[config.mk]
export PLATFORM = sky130hd
export DESIGN_NAME = id_ex_operand_stage
export DESIGN_NICKNAME = d
export VERILOG_FILES = /design/src/rtl/id_ex_operand_stage_pkg.sv /design/src/rtl/id_ex_operand_stage_sat_counter.sv /design/src/rtl/id_ex_operand_stage.sv
export SDC_FILE = /design/constraint.sdc
export NUM_CORES = 1
export LEC_CHECK = 0
export CORE_AREA = 2 2 175 177
export CTS_CLUSTER_DIAMETER = 60
export DETAILED_ROUTE_END_ITERATION = 10
export DIE_AREA = 0 0 177 179
export DONT_BUFFER_PORTS = 1
export GPL_TIMING_DRIVEN = 0
export PLACE_DENSITY = 0.59
export SYNTH_ARGS = -nofsm -noshare
export SYNTH_HDL_FRONTEND = slang
export SYNTH_SLANG_ARGS = --single-unit
export TNS_END_PERCENT = 100
[constraint.sdc]
create_clock -name clk -period 17.2 [get_ports clk]
set_input_delay 3.44 -clock clk [delete_from_list [all_inputs] [get_ports clk]]
set_output_delay 3.44 -clock clk [all_outputs]
set_load 0.03 [all_outputs]
[src/rtl/id_ex_operand_stage_pkg.sv]
// Shared definitions for the ID/EX operand stage: control-bundle bit indices,
// forwarding select codes and the default ECALL halt code.
package id_ex_operand_stage_pkg;

  localparam int CTRL_W          = 6;
  localparam int CTRL_REG_WRITE  = 5;
  localparam int CTRL_MEM_READ   = 4;
  localparam int CTRL_MEM_WRITE  = 3;
  localparam int CTRL_MEM_TO_REG = 2;
  localparam int CTRL_ALU_SRC    = 1;
  localparam int CTRL_IS_ECALL   = 0;

  localparam logic [1:0] FWD_REGFILE = 2'b00;
  localparam logic [1:0] FWD_MEM     = 2'b01;
  localparam logic [1:0] FWD_EX      = 2'b10;

  localparam int HALT_CODE_DEFAULT = 10;

  localparam logic [6:0] OPCODE_SYSTEM = 7'b1110011;

endpackage

[src/rtl/id_ex_operand_stage_sat_counter.sv]
// Event counter that increments on inc and sticks at all-ones instead of wrapping.
module sat_counter #(
  parameter int WIDTH = 32
) (
  input  logic             clk,
  input  logic             reset,
  input  logic             inc,
  output logic [WIDTH-1:0] count
);

  logic [WIDTH-1:0] count_q;
  logic [WIDTH-1:0] count_d;

  // next count: step by one unless already saturated
  always_comb begin
    count_d = count_q;
    if (inc && (count_q != {WIDTH{1'b1}})) begin
      count_d = count_q + {{(WIDTH-1){1'b0}}, 1'b1};
    end else begin
      count_d = count_q;
    end
  end

  // count register
  always_ff @(posedge clk or posedge reset) begin
    if (reset) begin
      count_q <= {WIDTH{1'b0}};
    end else begin
      count_q <= count_d;
    end
  end

  assign count = count_q;

endmodule

[src/rtl/id_ex_operand_stage.sv]
// ID/EX pipeline register: picks forwarded operands, latches decoded fields into
// EX, inserts bubbles on stall/flush and resolves the ECALL halt condition.
module id_ex_operand_stage
  import id_ex_operand_stage_pkg::*;
#(
  parameter int XLEN      = 32,
  parameter int CNT_WIDTH = 32,
  parameter int HALT_CODE = HALT_CODE_DEFAULT
) (
  input  logic                 clk,
  input  logic                 reset,
  input  logic                 is_stall,
  input  logic                 is_flush,
  input  logic                 ID_valid,
  input  logic [XLEN-1:0]      ID_pc,
  input  logic [XLEN-1:0]      ID_rs1_data,
  input  logic [XLEN-1:0]      ID_rs2_data,
  input  logic [XLEN-1:0]      ID_imm,
  input  logic [4:0]           ID_rd,
  input  logic [6:0]           ID_opcode,
  input  logic [2:0]           ID_funct3,
  input  logic [6:0]           ID_funct7,
  input  logic [CTRL_W-1:0]    ID_ctrl,
  input  logic [1:0]           forward_rs1,
  input  logic [1:0]           forward_rs2,
  input  logic [XLEN-1:0]      EX_fwd_data,
  input  logic [XLEN-1:0]      MEM_fwd_data,
  output logic                 EX_valid,
  output logic [XLEN-1:0]      EX_pc,
  output logic [XLEN-1:0]      EX_rs1_data,
  output logic [XLEN-1:0]      EX_rs2_data,
  output logic [XLEN-1:0]      EX_imm,
  output logic [4:0]           EX_rd,
  output logic [6:0]           EX_opcode,
  output logic [2:0]           EX_funct3,
  output logic [6:0]           EX_funct7,
  output logic [CTRL_W-1:0]    EX_ctrl,
  output logic                 EX_is_halt,
  output logic [CNT_WIDTH-1:0] stall_count,
  output logic [CNT_WIDTH-1:0] flush_count
);

  // The reserved code 11 falls back to the register file value.
  function automatic logic [XLEN-1:0] sel_operand(input logic [1:0] code,
                                                  input logic [XLEN-1:0] rf_val,
                                                  input logic [XLEN-1:0] mem_val,
                                                  input logic [XLEN-1:0] ex_val);
    logic [XLEN-1:0] r;
    case (code)
      FWD_MEM: r = mem_val;
      FWD_EX:  r = ex_val;
      default: r = rf_val;
    endcase
    return r;
  endfunction

  logic [XLEN-1:0]   rs1_sel_s, rs2_sel_s;
  logic              bubble_s;

  logic              valid_q, valid_d;
  logic [XLEN-1:0]   pc_q, pc_d, rs1_q, rs1_d, rs2_q, rs2_d, imm_q, imm_d;
  logic [4:0]        rd_q, rd_d;
  logic [6:0]        opcode_q, opcode_d, funct7_q, funct7_d;
  logic [2:0]        funct3_q, funct3_d;
  logic [CTRL_W-1:0] ctrl_q, ctrl_d;
  logic              halt_q, halt_d;

  // operand select and next EX register contents
  always_comb begin
    rs1_sel_s = sel_operand(forward_rs1, ID_rs1_data, MEM_fwd_data, EX_fwd_data);
    rs2_sel_s = sel_operand(forward_rs2, ID_rs2_data, MEM_fwd_data, EX_fwd_data);
    bubble_s  = is_flush | is_stall;
    valid_d   = valid_q;
    pc_d      = pc_q;
    rs1_d     = rs1_q;
    rs2_d     = rs2_q;
    imm_d     = imm_q;
    rd_d      = rd_q;
    opcode_d  = opcode_q;
    funct3_d  = funct3_q;
    funct7_d  = funct7_q;
    ctrl_d    = ctrl_q;
    halt_d    = halt_q;
    if (bubble_s) begin
      // bubble kills control but keeps the data fields for debug visibility
      valid_d = 1'b0;
      ctrl_d  = {CTRL_W{1'b0}};
      halt_d  = 1'b0;
    end else begin
      valid_d  = ID_valid;
      pc_d     = ID_pc;
      rs1_d    = rs1_sel_s;
      rs2_d    = rs2_sel_s;
      imm_d    = ID_imm;
      rd_d     = ID_rd;
      opcode_d = ID_opcode;
      funct3_d = ID_funct3;
      funct7_d = ID_funct7;
      ctrl_d   = ID_valid ? ID_ctrl : {CTRL_W{1'b0}};
      halt_d   = ID_valid & ID_ctrl[CTRL_IS_ECALL] & (rs1_sel_s == XLEN'(HALT_CODE));
    end
  end

  // EX stage registers
  always_ff @(posedge clk or posedge reset) begin
    if (reset) begin
      valid_q  <= 1'b0;
      pc_q     <= {XLEN{1'b0}};
      rs1_q    <= {XLEN{1'b0}};
      rs2_q    <= {XLEN{1'b0}};
      imm_q    <= {XLEN{1'b0}};
      rd_q     <= 5'd0;
      opcode_q <= 7'd0;
      funct3_q <= 3'd0;
      funct7_q <= 7'd0;
      ctrl_q   <= {CTRL_W{1'b0}};
      halt_q   <= 1'b0;
    end else begin
      valid_q  <= valid_d;
      pc_q     <= pc_d;
      rs1_q    <= rs1_d;
      rs2_q    <= rs2_d;
      imm_q    <= imm_d;
      rd_q     <= rd_d;
      opcode_q <= opcode_d;
      funct3_q <= funct3_d;
      funct7_q <= funct7_d;
      ctrl_q   <= ctrl_d;
      halt_q   <= halt_d;
    end
  end

  assign EX_valid    = valid_q;
  assign EX_pc       = pc_q;
  assign EX_rs1_data = rs1_q;
  assign EX_rs2_data = rs2_q;
  assign EX_imm      = imm_q;
  assign EX_rd       = rd_q;
  assign EX_opcode   = opcode_q;
  assign EX_funct3   = funct3_q;
  assign EX_funct7   = funct7_q;
  assign EX_ctrl     = ctrl_q;
  assign EX_is_halt  = halt_q;

  sat_counter #(.WIDTH(CNT_WIDTH)) u_stall_cnt (
    .clk   (clk),
    .reset (reset),
    .inc   (is_stall & ~is_flush),
    .count (stall_count)
  );

  sat_counter #(.WIDTH(CNT_WIDTH)) u_flush_cnt (
    .clk   (clk),
    .reset (reset),
    .inc   (is_flush),
    .count (flush_count)
  );

endmodule
---- Word-level counts from Yosys, hierarchy flattened ----
Index checks and enable logic that the tools add are counted.
W data, S select, Z words.
operators by class
  $add $sub $neg .......................... 2
  multipliers ............................. 0
  divide/modulo/power cells ............... 0
  order comparisons ....................... 0
  equal/unequal tests ..................... 7
  shift-type cells ........................ 0
  mux-type cells .......................... 6
  bitwise gates (word level) .............. 5
  reduce and logical (&&, ||, !) cells .... 2
operators by type and width
  operator                 count
  $pmux W32 S2             2
  $add A32 B1 Y32 const B  2
  $ne A32 B32 Y1 const B   2
  $eq A32 B4 Y1 const B    1
  $mux W6                  2
  $eq A2 B1 Y1 const B     2
  $eq A2 B2 Y1 const B     2
  $and A1 B1 Y1            3
  $logic_and A1 B1 Y1      2
  $mux W1                  2
  $not A1 Y1               1
  $or A1 B1 Y1             1
storage, ports and cells
  register bits ........................... 222
  latch bits .............................. 0
  RAM bits ................................ 0
  memory bits (read-only) ................. 0
  input port bits ......................... 229
  memories ................................ 0

---- Depth between registers and ports, before layout ----
  word-level depth ........................ 5
  mapped depth ............................ 9
  depth with buffers taken out ............ 7

---- Hierarchy ----
Synthesis repeated with hierarchy kept, for this count alone.
unflattened totals
  cells, all modules ...................... 1075
  area, all modules ....................... 10244.8 um^2
by module, submodules not included
  module               instances  cells each  area each (um^2)  seq. area each (um^2)
  id_ex_operand_stage  1          797         7121.8            3953.8
  sat_counter          2          139         1561.5            800.8

---- Worst setup path before layout ----
Ideal clock, no wire load.
  path kind ............................... input -> register
  start ................................... input forward_rs1[0]
  end ..................................... register halt_q, in the netlist EX_is_halt
  arrival time ............................ 4.924 ns
  required time ........................... 17.114 ns
  path slack .............................. 12.190 ns
  stages .................................. 8
  buffers on the path ..................... 2
  path through ............................ inv_1 -> ha_1 -> clkbuf_1 -> clkbuf_1 -> o21ai_0 -> nor4b_1 -> nand4_1 -> nor3_1
on the way
  word-level cells in the longest chain between the ends .. 5
  elaborated cells on any way between the ends .. 6
  those cells by class .................... eq/ne: 3; mux: 2; bitwise: 1
ends and longest elaborated chain
  what                                          RTL line                    text
  start: declaration                            id_ex_operand_stage.sv:24   input logic [1:0] forward_rs1,
  $eq A2 B2 Y1 or $eq A2 B1 Y1 (tied branches)  id_ex_operand_stage.sv:49   case (code)
  $pmux W32 S2 (*)                              id_ex_operand_stage.sv:49
  $eq A32 B4 Y1 (*)                             id_ex_operand_stage.sv:100  halt_d = ID_valid & ID_ctrl[CTRL_IS_ECALL] & (rs1_sel_s == XLEN'(HALT_CODE));
  $and A1 B1 Y1 (*)                             id_ex_operand_stage.sv:100
  $mux W1 (*)                                   id_ex_operand_stage.sv:84   if (bubble_s) begin
  named net halt_d                              id_ex_operand_stage.sv:66   logic halt_q, halt_d;
  end signal: assignment                        id_ex_operand_stage.sv:129  halt_q <= halt_d;
  end: declaration                              id_ex_operand_stage.sv:66
The timed path passes the listed nets; every way through them passes the cells marked *.
A chain may end at the register's enable or synchronous reset.

---- Worst setup path in the final report ----
Ends and elaborated chain as after synthesis.

==> reports/results.ini <==
[clock_network]
cts_made_buffers = 28
cts_resized = 0
cts_root_buf = clkbuf_16
cts_tree = done
cts_setup_buffers = 0
cts_hold_buf = 0
clk_latency_ns = 0.54
clockBufferDepth = 3
clock-sinks = 222
clkTransAtPathRegs_ns = 0.06
h-tree-depth = 1

[floorplan]
die_y_um = 179
dieArea_um2 = 31680
die_w_um = 177
start_util_pct = 33.45
ioPinCount = 451
core_um2 = 30030
num_rows = 64

[setup_path]
crit_start = forward_rs1[0]
cp_slowest_cell = nor4_1
r2r-end = u_flush_cnt.count[19]$_DFFE_PP0P_
worstSetupEndpointType = flip-flop
crit_type = input port to flip-flop
crit_chain = inv_1, ha_1, clkbuf_1, clkbuf_1, o21ai_0, nor4_1, nand4_1, nor3_1
path_depth = 8
r2r_cells = 5
crit_path_frequent_cell = clkbuf_1
cp-endpoint = EX_is_halt$_DFF_PP0_
r2r_start = u_flush_cnt.count[8]$_DFFE_PP0P_
max_stage_delay_ns = 0.57
arrival_ns = 5.79
r2r_slack_ns = 14.76
start_kind = input port
crit_required_ns = 17.66
crit_family = simple AND/OR/NAND/NOR gates
cp_max_fo = 10
path_buf_inv = 3

[synth]
ys_ff_latch = 222
yosys_warnings = 0
synth_nets = 1298
synthFlopType = dfrtp_1
syn_inst = 1063
synth.avg_cell_area_um2 = 9.448
async_flop_share_pct = 100.0
synth_area_um2 = 10040
synth-seq-area-share_pct = 55.31
synthDistinctLibCells = 40
synth-edff-count = 0

[global_routing]
grt_max_degree = 94
grt_use_met2_pct = 36.46
overflow = 0
gr-max-usage-layer = met2
grt_pass1_vias = 8294
globalRouteMet1Util_pct = 24.37
grt_usage_pct = 21.09
use_met3_pct = 6.658
grt_pass1_wl_um = 51050
antenna_found_initial = 4

[timing]
worst_pin_slew_ns = 0.8383
max_freq_ghz = 0.1878
fin_tns_setup_ns = 0
finClkSkew_ns = 0.008396
setup_viol = 0
setup_slack_ns = 11.88
relSlewSlack_pct = 44.11
rsz0062_at_grt = false
period_share_pct = 30.96
hold_viol = 0
period_needed_ns = 5.324
drv_slew = 0

[placement]
port_buffers = 0
dp_hpwl_um = 27350
place_congestion = 0.9421
post-place-ws_ns = 11.24

[final_layout]
syn2layout_area_growth_pct = 14.84
fillers = 3005
regArea_um2 = 5555
drive_gt1_share_pct = 8.094
nets = 1330
multi_input_area_um2 = 4214

[outcome]
outcome = finished, final reports clean

[job]
maxCapViolCount = 0

[routing]
dr.pass1.iters = 5
post_drt_wl_per_cell_um = 23.26
drt_iter0_markers = 618
totalWireLength_um = 35150
viasPerCell = 5.402
postRouteAntennaNets = 0
vias = 8163
drc = 0

[min_path]
hold_class = flip-flop to flip-flop

[pwr]
peakVddDrop_uv = 71.12
power_per_cell_area_nw_per_um2 = 132.6
p_leak_nw = 5.247

-- registers in the layout, indices dropped and copies added (netlist names), 6 cells and up --
name and count:
EX_funct7 7, EX_pc 32, u_stall_cnt.count 32, EX_imm 32
EX_rs1_data 32, EX_ctrl 6, EX_opcode 7, EX_rs2_data 32
u_flush_cnt.count 32
-- per-stage QoR --
stage / util (%) / cell area, um^2 / total power [mW] / hold slack, ns / instances
6_report: 38.41 / 11530 / 1.530 / 0.6732 / 1511
5_1_grt: 38.41 / 11530 / 1.595 / 0.6907 / 1511
4_1_cts: 38.38 / 11530 / 1.545 / 0.6760 / 1508
3_5_place_dp: 35.30 / 10600 / 0.9498 / 0.6668 / 1461
3_3_place_gp: 35.10 / 10540 / 0.9411 / 0.6637 / 1459
2_1_floorplan: - / 10040 / 0.8786 / 0.6501 / 1063
-- cells in the mapped netlist, types with 7 or more instances --
cell type | number | area (um^2)
nand3_1 | 33 | 165.2
xnor2_1 | 57 | 499.2
mux2_2 | 29 | 326.6
nand4_1 | 27 | 168.9
o21ai_0 | 64 | 320.3
nand2_1 | 340 | 1276
a22oi_1 | 64 | 480.5
dfrtp_1 | 222 | 5555
and3_1 | 21 | 131.4
inv_1 | 9 | 33.78
and2_1 | 7 | 43.79
clkbuf_1 | 60 | 225.2
nor2_1 | 39 | 146.4
a21oi_1 | 38 | 190.2
nor4_1 | 7 | 43.79
-- worst register-to-register path: cells and delay by family, from the launching register on --
family | cells | cell delay [ns]
xor gates and xnor gates | 1 | 0.16
and+or+nand+nor | 3 | 0.97
AOI/OAI and AO/OA | 1 | 0.54
DFF | 1 | 0.64
-- worst min-delay path by stage --
stage | start | end | slack [ns] | cells after the start
floorplan | EX_funct3[0]$_DFFE_PP0P_ | EX_funct3[0]$_DFFE_PP0P_ | 0.65 | 2
global placement | EX_imm[13]$_DFFE_PP0P_ | EX_imm[13]$_DFFE_PP0P_ | 0.66 | 2
detailed placement | EX_imm[7]$_DFFE_PP0P_ | EX_imm[7]$_DFFE_PP0P_ | 0.67 | 2
CTS | EX_imm[29]$_DFFE_PP0P_ | EX_imm[29]$_DFFE_PP0P_ | 0.68 | 2
global route | EX_funct3[2]$_DFFE_PP0P_ | EX_funct3[2]$_DFFE_PP0P_ | 0.69 | 2
finish | EX_imm[29]$_DFFE_PP0P_ | EX_imm[29]$_DFFE_PP0P_ | 0.67 | 2
-- cells by family after synthesis --
group / after synthesis / synth area share [%]
mux: 30 / 3.364
buf+inv: 72 / 2.728
fa+ha+maj: 6 / 0.7475
xor+xnor: 61 / 5.320
simple gates: 499 / 21.69
flops: 222 / 55.31
compound gates: 173 / 10.84
-- area by class of cell --
| type | instances | area share (%) |
|---|---|---|
| inverter | 10 | 0.3905 |
| multi-input combinational | 769 | 36.54 |
| sequential | 222 | 48.17 |
| timing repair buffer | 2 | 0.4773 |
| antenna | 3 | 0.06509 |
| clock buffer | 36 | 6.693 |
| buffer | 62 | 2.050 |
| clock inverter | 11 | 1.323 |
| tap | 396 | 4.296 |
-- power by group --
part	internal (mW)	leakage [nW]	switching (mW)
sequential	0.586	2.86	0.202
clock	0.361	0.453	0.230
combinational	0.0581	1.94	0.0927
total	1.01	5.25	0.525
-- layout by cell type (no fill, tap or decap), types with 27 or more instances in the layout --
master       n
nand2_1    340
dfrtp_1    222
clkbuf_1    65
a22oi_1     64
o21ai_0     64
xnor2_1     57
nor2_1      39
a21oi_1     38
nand3_1     33
mux2_2      29
clkbuf_16   29
nand4_1     27
-- metal layers --
metal	up-vias	part of all wire (%)	wire, um
li1	3689	-	-
met1	3972	38	13220
met2	430	49	17280
met3	72	10	3572
met4	0	3.1	1077
met5	-	0	0
Power figures use the tool's default switching activity.
